File: config.mk
export PLATFORM = sky130hd
export DESIGN_NAME = bf_sequencer
export DESIGN_NICKNAME = d
export VERILOG_FILES = /design/src/rtl/bf_sequencer.sv
export SDC_FILE = /design/constraint.sdc
export NUM_CORES = 1
export LEC_CHECK = 0
export CAP_MARGIN = 30
export CORE_MARGIN = 3
export CORE_UTILIZATION = 49
export DETAILED_ROUTE_END_ITERATION = 7
export PLACE_DENSITY = 0.74
export REMOVE_ABC_BUFFERS = 1
export SLEW_MARGIN = 20
export SYNTH_ARGS = -nofsm -noshare
export SYNTH_HDL_FRONTEND = slang
export SYNTH_SLANG_ARGS = --single-unit
File: constraint.sdc
create_clock -name clk -period 2.25 [get_ports clk]
set_input_delay 0.45 -clock clk [delete_from_list [all_inputs] [get_ports clk]]
set_output_delay 0.45 -clock clk [all_outputs]
set_load 0.02 [all_outputs]
File: src/rtl/bf_sequencer.sv
// bf_sequencer: Brainfuck execution sequencer with shared program/tape memory port.
// Holds pc, data pointer, bracket depth and temp register; memory, output and
// input transfers all use variable-latency handshakes.
// Optional feature macro: BF_IO_EN enables the `.` and `,` byte streams.
// Without it, those two bytes decode as non-instructions and the stream ports are idle.
module bf_sequencer #(
  parameter int DATA_W    = 8,
  parameter int ADDR_W    = 8,
  parameter int DEPTH_W   = 4,
  parameter int DATA_BASE = 2**(ADDR_W-1)
) (
  input  logic              clk,
  input  logic              nreset,
  input  logic              en,
  output logic              mem_req,
  output logic              mem_we,
  output logic [ADDR_W-1:0] mem_addr,
  output logic [DATA_W-1:0] mem_wdata,
  input  logic [DATA_W-1:0] mem_rdata,
  input  logic              mem_ack,
  output logic              out_valid,
  output logic [DATA_W-1:0] out_data,
  input  logic              out_ready,
  input  logic              in_valid,
  input  logic [DATA_W-1:0] in_data,
  output logic              in_ready,
  output logic              halted,
  output logic              error
);

  localparam logic [7:0] C_INC   = 8'h2B;  // +
  localparam logic [7:0] C_DEC   = 8'h2D;  // -
  localparam logic [7:0] C_RIGHT = 8'h3E;  // >
  localparam logic [7:0] C_LEFT  = 8'h3C;  // <
  localparam logic [7:0] C_OPEN  = 8'h5B;  // [
  localparam logic [7:0] C_CLOSE = 8'h5D;  // ]
`ifdef BF_IO_EN
  localparam logic [7:0] C_OUT   = 8'h2E;  // .
  localparam logic [7:0] C_IN    = 8'h2C;  // ,
`endif

  localparam logic [ADDR_W-1:0]  A_ONE  = ADDR_W'(1);
  localparam logic [ADDR_W-1:0]  A_MAX  = {ADDR_W{1'b1}};
  localparam logic [ADDR_W-1:0]  A_BASE = ADDR_W'(DATA_BASE);
  localparam logic [DATA_W-1:0]  D_ONE  = DATA_W'(1);
  localparam logic [DEPTH_W-1:0] K_ONE  = DEPTH_W'(1);
  localparam logic [DEPTH_W-1:0] K_MAX  = {DEPTH_W{1'b1}};

  typedef enum logic [3:0] {
    S_FETCH,
    S_DECODE,
    S_RD,
    S_EXEC,
    S_WR,
    S_SCAN,
`ifdef BF_IO_EN
    S_OUT,
    S_IN,
`endif
    S_HALT
  } state_e;

  state_e              state_q;
  logic [ADDR_W-1:0]   pc_q, dp_q;
  logic [DATA_W-1:0]   temp_q;
  logic [DEPTH_W-1:0]  depth_q;
  logic [7:0]          instr_q;
  logic                dir_q;    // 0 = forward scan, 1 = backward scan
  logic                error_q;

  // Scan bookkeeping for the character arriving on mem_rdata this cycle
  logic [7:0]          scan_ch;
  logic                depth_up, depth_dn, scan_match, depth_ovf;
  logic [DEPTH_W-1:0]  depth_d;
  logic [ADDR_W-1:0]   scan_pc_d;
  logic                scan_pc_err;
  logic [ADDR_W-1:0]   cell_addr;

  assign cell_addr = A_BASE + dp_q;
  assign scan_ch   = mem_rdata[7:0];

  // Opening/closing roles swap with scan direction
  always_comb begin
    depth_up    = dir_q ? (scan_ch == C_CLOSE) : (scan_ch == C_OPEN);
    depth_dn    = dir_q ? (scan_ch == C_OPEN)  : (scan_ch == C_CLOSE);
    depth_ovf   = depth_up && (depth_q == K_MAX);
    scan_match  = depth_dn && (depth_q == K_ONE);
    depth_d     = depth_q;
    if (depth_up) depth_d = depth_q + K_ONE;
    if (depth_dn) depth_d = depth_q - K_ONE;
    // On the match the pc always steps forward, past the matching bracket
    if (scan_match) begin
      scan_pc_d   = pc_q + A_ONE;
      scan_pc_err = (pc_q == A_MAX);
    end else if (dir_q) begin
      scan_pc_d   = pc_q - A_ONE;
      scan_pc_err = (pc_q == '0);
    end else begin
      scan_pc_d   = pc_q + A_ONE;
      scan_pc_err = (pc_q == A_MAX);
    end
  end

  // Control FSM plus datapath registers; en=0 freezes everything
  always_ff @(posedge clk or negedge nreset) begin
    if (!nreset) begin
      state_q <= S_FETCH;
      pc_q    <= '0;
      dp_q    <= '0;
      temp_q  <= '0;
      depth_q <= '0;
      instr_q <= '0;
      dir_q   <= 1'b0;
      error_q <= 1'b0;
    end else if (en) begin
      case (state_q)
        S_FETCH: begin
          if (mem_ack) begin
            instr_q <= mem_rdata[7:0];
            state_q <= S_DECODE;
          end
        end
        S_DECODE: begin
          case (instr_q)
            C_RIGHT: begin
              dp_q    <= dp_q + A_ONE;
              pc_q    <= pc_q + A_ONE;
              state_q <= S_FETCH;
            end
            C_LEFT: begin
              dp_q    <= dp_q - A_ONE;
              pc_q    <= pc_q + A_ONE;
              state_q <= S_FETCH;
            end
            C_INC, C_DEC, C_OPEN, C_CLOSE: state_q <= S_RD;
`ifdef BF_IO_EN
            C_OUT:   state_q <= S_RD;
            C_IN:    state_q <= S_IN;
`endif
            8'h00:   state_q <= S_HALT;
            default: begin
              pc_q    <= pc_q + A_ONE;
              state_q <= S_FETCH;
            end
          endcase
        end
        S_RD: begin
          if (mem_ack) begin
            temp_q  <= mem_rdata;
            state_q <= S_EXEC;
          end
        end
        S_EXEC: begin
          case (instr_q)
            C_INC: begin
              temp_q  <= temp_q + D_ONE;
              state_q <= S_WR;
            end
            C_DEC: begin
              temp_q  <= temp_q - D_ONE;
              state_q <= S_WR;
            end
`ifdef BF_IO_EN
            C_OUT:   state_q <= S_OUT;
`endif
            C_OPEN: begin
              pc_q <= pc_q + A_ONE;
              if (temp_q == '0) begin
                depth_q <= K_ONE;
                dir_q   <= 1'b0;
                state_q <= S_SCAN;
              end else begin
                state_q <= S_FETCH;
              end
            end
            C_CLOSE: begin
              if (temp_q != '0) begin
                pc_q    <= pc_q - A_ONE;
                depth_q <= K_ONE;
                dir_q   <= 1'b1;
                state_q <= S_SCAN;
              end else begin
                pc_q    <= pc_q + A_ONE;
                state_q <= S_FETCH;
              end
            end
            default: begin
              pc_q    <= pc_q + A_ONE;
              state_q <= S_FETCH;
            end
          endcase
        end
        S_WR: begin
          if (mem_ack) begin
            pc_q    <= pc_q + A_ONE;
            state_q <= S_FETCH;
          end
        end
`ifdef BF_IO_EN
        S_OUT: begin
          if (out_ready) begin
            pc_q    <= pc_q + A_ONE;
            state_q <= S_FETCH;
          end
        end
        S_IN: begin
          if (in_valid) begin
            temp_q  <= in_data;
            state_q <= S_WR;
          end
        end
`endif
        S_SCAN: begin
          if (mem_ack) begin
            if (depth_ovf || scan_pc_err) begin
              error_q <= 1'b1;
              state_q <= S_HALT;
            end else begin
              depth_q <= depth_d;
              pc_q    <= scan_pc_d;
              state_q <= scan_match ? S_FETCH : S_SCAN;
            end
          end
        end
        S_HALT:  state_q <= S_HALT;
        default: state_q <= S_HALT;
      endcase
    end
  end

  // Moore outputs decoded from state and registers
  assign mem_req   = en && (state_q == S_FETCH || state_q == S_RD ||
                            state_q == S_WR    || state_q == S_SCAN);
  assign mem_we    = (state_q == S_WR);
  assign mem_addr  = (state_q == S_RD || state_q == S_WR) ? cell_addr : pc_q;
  assign mem_wdata = temp_q;
  assign halted    = (state_q == S_HALT);
  assign error     = error_q;

`ifdef BF_IO_EN
  assign out_valid = en && (state_q == S_OUT);
  assign out_data  = temp_q;
  assign in_ready  = en && (state_q == S_IN);
`else
  // Stream ports idle; inputs deliberately left unconsumed
  logic unused_io;
  assign unused_io = ^{out_ready, in_valid, in_data};
  assign out_valid = 1'b0;
  assign out_data  = '0;
  assign in_ready  = 1'b0;
`endif

endmodule
==> flow_summary.ini <==
[outcome]
outcome = complete, but fails checks
violations = negative setup slack

[synth]
synth_cells = 358
synth_seq_cells = 41
avgSynthCellArea_um2 = 8.958
async_flop_share_pct = 100.0
ys_seq_area_share_pct = 31.99
synth_ff_type = dfrtp_1
synth_cell_types = 69
synth-edff-count = 0
synth_area_mm2 = 0.003207
yosysWarnings = 0

[grt]
grt_first_pass_wirelength_um = 15380
antenna_found_initial = 0
grt_pass1_vias = 3213
overflow = 0
grt_max_degree = 27
gr-usage-all-layers_pct = 25.68

[detailed_routing]
drt_pass1_iterations = 5
wire_per_inst_um = 17.13
wl_met3_um = 517
drt-total-wl_um = 9540
vias_per_cell = 5.847
drc = 0
wl_met2_um = 4643
highest_layer = met4
ant_nets = 0
wirelength_met1_um = 4272
vias = 3257
drtIter0Drc = 277

[worst_setup_path]
worstSetupPathType = reg -> reg
end_kind = register
worstSetupStartpointType = register
worstPathArrival_ns = 2.65
critPathMaxFanout = 4
cp.required_ns = 2.45

[cts]
htree_levels = 2
cts_made_buffers = 5
cts_tree = yes
cts.path.max_buffers = 2
cts_root_buf = clkbuf_8
clkSinkCount = 41
path_clk_slew_ns = 0.08
clock_latency_ns = 0.30

[place]
io_buffers = 31
gp_congestion = 0.9116
post-place-ws_ns = -0.5581
dp_hpwl_um = 6700

[timing]
period_share_pct = 109.0
rsz0062_at_grt = yes
slew_viol_final = 0
hold_slack_ns = 0.1583
fin_crit_ns = 2.452
worst_slew_pin_slew_ns = 0.6319
setup_viol = 19
clock_skew_ns = 0.007077
fmax_ghz = 0.4078
finalHoldViolCount = 0
fin_ws_ns = -0.2022
relSlewSlack_pct = 57.87

[final_layout]
final_cell_mix = buf_4, dfrtp_1, nand2_1
layout_commonest_cell = buf_4
antennaDiodeCount = 0
finalNetCount = 517
area_growth_pct = 45.03
fill_cells = 397
final_layout_size_suffix_gt1_share_pct = 41.29

[floorplan]
fp.dieW_um = 86.90
fp.coreArea_mm2 = 0.006131
io_pins = 52
dieArea_mm2 = 0.007552
core.rowCount = 28
start_util_pct = 52.31
die_height_um = 86.90

[worst_hold_path]
hp-class = in -> async

[pwr]
power.total_mw = 4.571
total_leakage_power_nw = 1.968
vdd_drop_max_uv = 784.1
power_density_mw_per_mm2 = 982.9

[flow_run]
maxCapViolCount = 0
-- flip-flops by register name (all words and copies together) (netlist names) --
name	flops
state_q	3
instr_q	8
depth_q	4
error	1
mem_wdata	8
dir_q	1
pc_q	8
dp_q	8
-- through the flow --
stage               setup TNS (ns)  utilization (%)  instance area, um^2  cells
finish                      -2.394            75.86                 4651    557
global route                -4.837            75.86                 4651    557
CTS                         -2.188            72.61                 4452    550
detailed placement          -8.225            67.33                 4128    534
global placement            -6.483            67.33                 4128    534
floorplan                   -2.608                -                 3098    344
-- routing by layer --
layer / global-route usage [%] / vias up
li1: - / 1541
met1: 35.72 / 1590
met5: 0 / -
met2: 41.96 / 115
met3: 3.500 / 11
met4: 6.799 / 0
-- logic make-up after synthesis --
logic type,synth area share (%)
AOI/OAI and AO/OA,19.08
xor gates and xnor gates,4.916
adders and majority gates,5.697
buffers and inverters,5.970
DFF,31.99
muxes,6.789
other,0.1169
and+or+nand+nor,25.44
-- power breakdown --
part | leakage, nW | total [mW] | switching, mW | internal [mW]
clock network | 0.0439 | 0.490 | 0.276 | 0.214
logic | 1.40 | 2.94 | 1.56 | 1.38
registers | 0.520 | 1.14 | 0.169 | 0.972
total | 1.97 | 4.57 | 2.00 | 2.57
-- cell type report --
type | count | area (um^2) | share of cell area [%]
Clock buffer | 5 | 68.82 | 1.480
Clock inverter | 3 | 17.52 | 0.3766
Multi-Input combinational cell | 291 | 2364 | 50.82
Timing Repair Buffer | 129 | 1032 | 22.20
Sequential cell | 41 | 1026 | 22.06
Inverter | 13 | 48.80 | 1.049
Tap cell | 75 | 93.84 | 2.018
-- worst paths after layout --
| path | slack, ns | cells past startpoint | endpoint | from |
|---|---|---|---|---|
| worst min register to register | 0.48 | 1 | error | error |
| worst max register to register | -0.20 | 9 | depth_q[0] | depth_q[1] |
| worst min-delay path | 0.16 | 1 | instr_q[7] | nreset |
| max in group asynchronous | 1.51 | 2 | state_q[2] | nreset |
| min in group clk | 0.48 | 1 | error | error |
| worst max-delay path | -0.20 | 9 | depth_q[0] | depth_q[1] |
-- Yosys cell counts, types with 4 or more instances --
cell type  count  area share [%]
dfrtp_1       41              32
nand2_1       33             3.9
nor2_1        25             2.9
nand3_1       16             2.5
o21ai_0       16             2.5
nor3_1        14             2.2
ha_1          13             5.1
inv_1         13             1.5
mux2_2        13             4.6
buf_4         11             2.6
a21oi_1       10             1.6
or3_1          9             1.8
xnor2_1        9             2.5
xor2_1         9             2.5
a2bb2oi_1      7             1.9
clkbuf_1       7            0.82
nand2b_1       7             1.4
a31oi_1        6             1.2
mux2i_1        6             1.9
o22ai_1        6             1.2
nor2b_1        5            0.98
o31ai_1        5             1.2
and3_1         4            0.78
nand4_1        4            0.78
o21ai_1        4            0.62
or4_4          4             1.4
-- worst max-delay path, cell delays in order, from the launching register on --
cell	delay [ns]
dfrtp_1	0.39
inv_2	0.06
ha_1	0.12
or3b_4	0.40
o41ai_4	0.27
buf_4	0.19
mux2i_4	0.31
nand2_2	0.14
or3_1	0.37
o21a_1	0.11
-- what timing repair did --
action,4_1_cts,5_1_grt
resized for setup,53,54
hold buffers,0,0
endpoints found under the setup margin,34,33
pin swaps,21,39
gates cloned,1,1
buffers inserted,7,6
No activity file was read; power rests on OpenSTA's default activity.
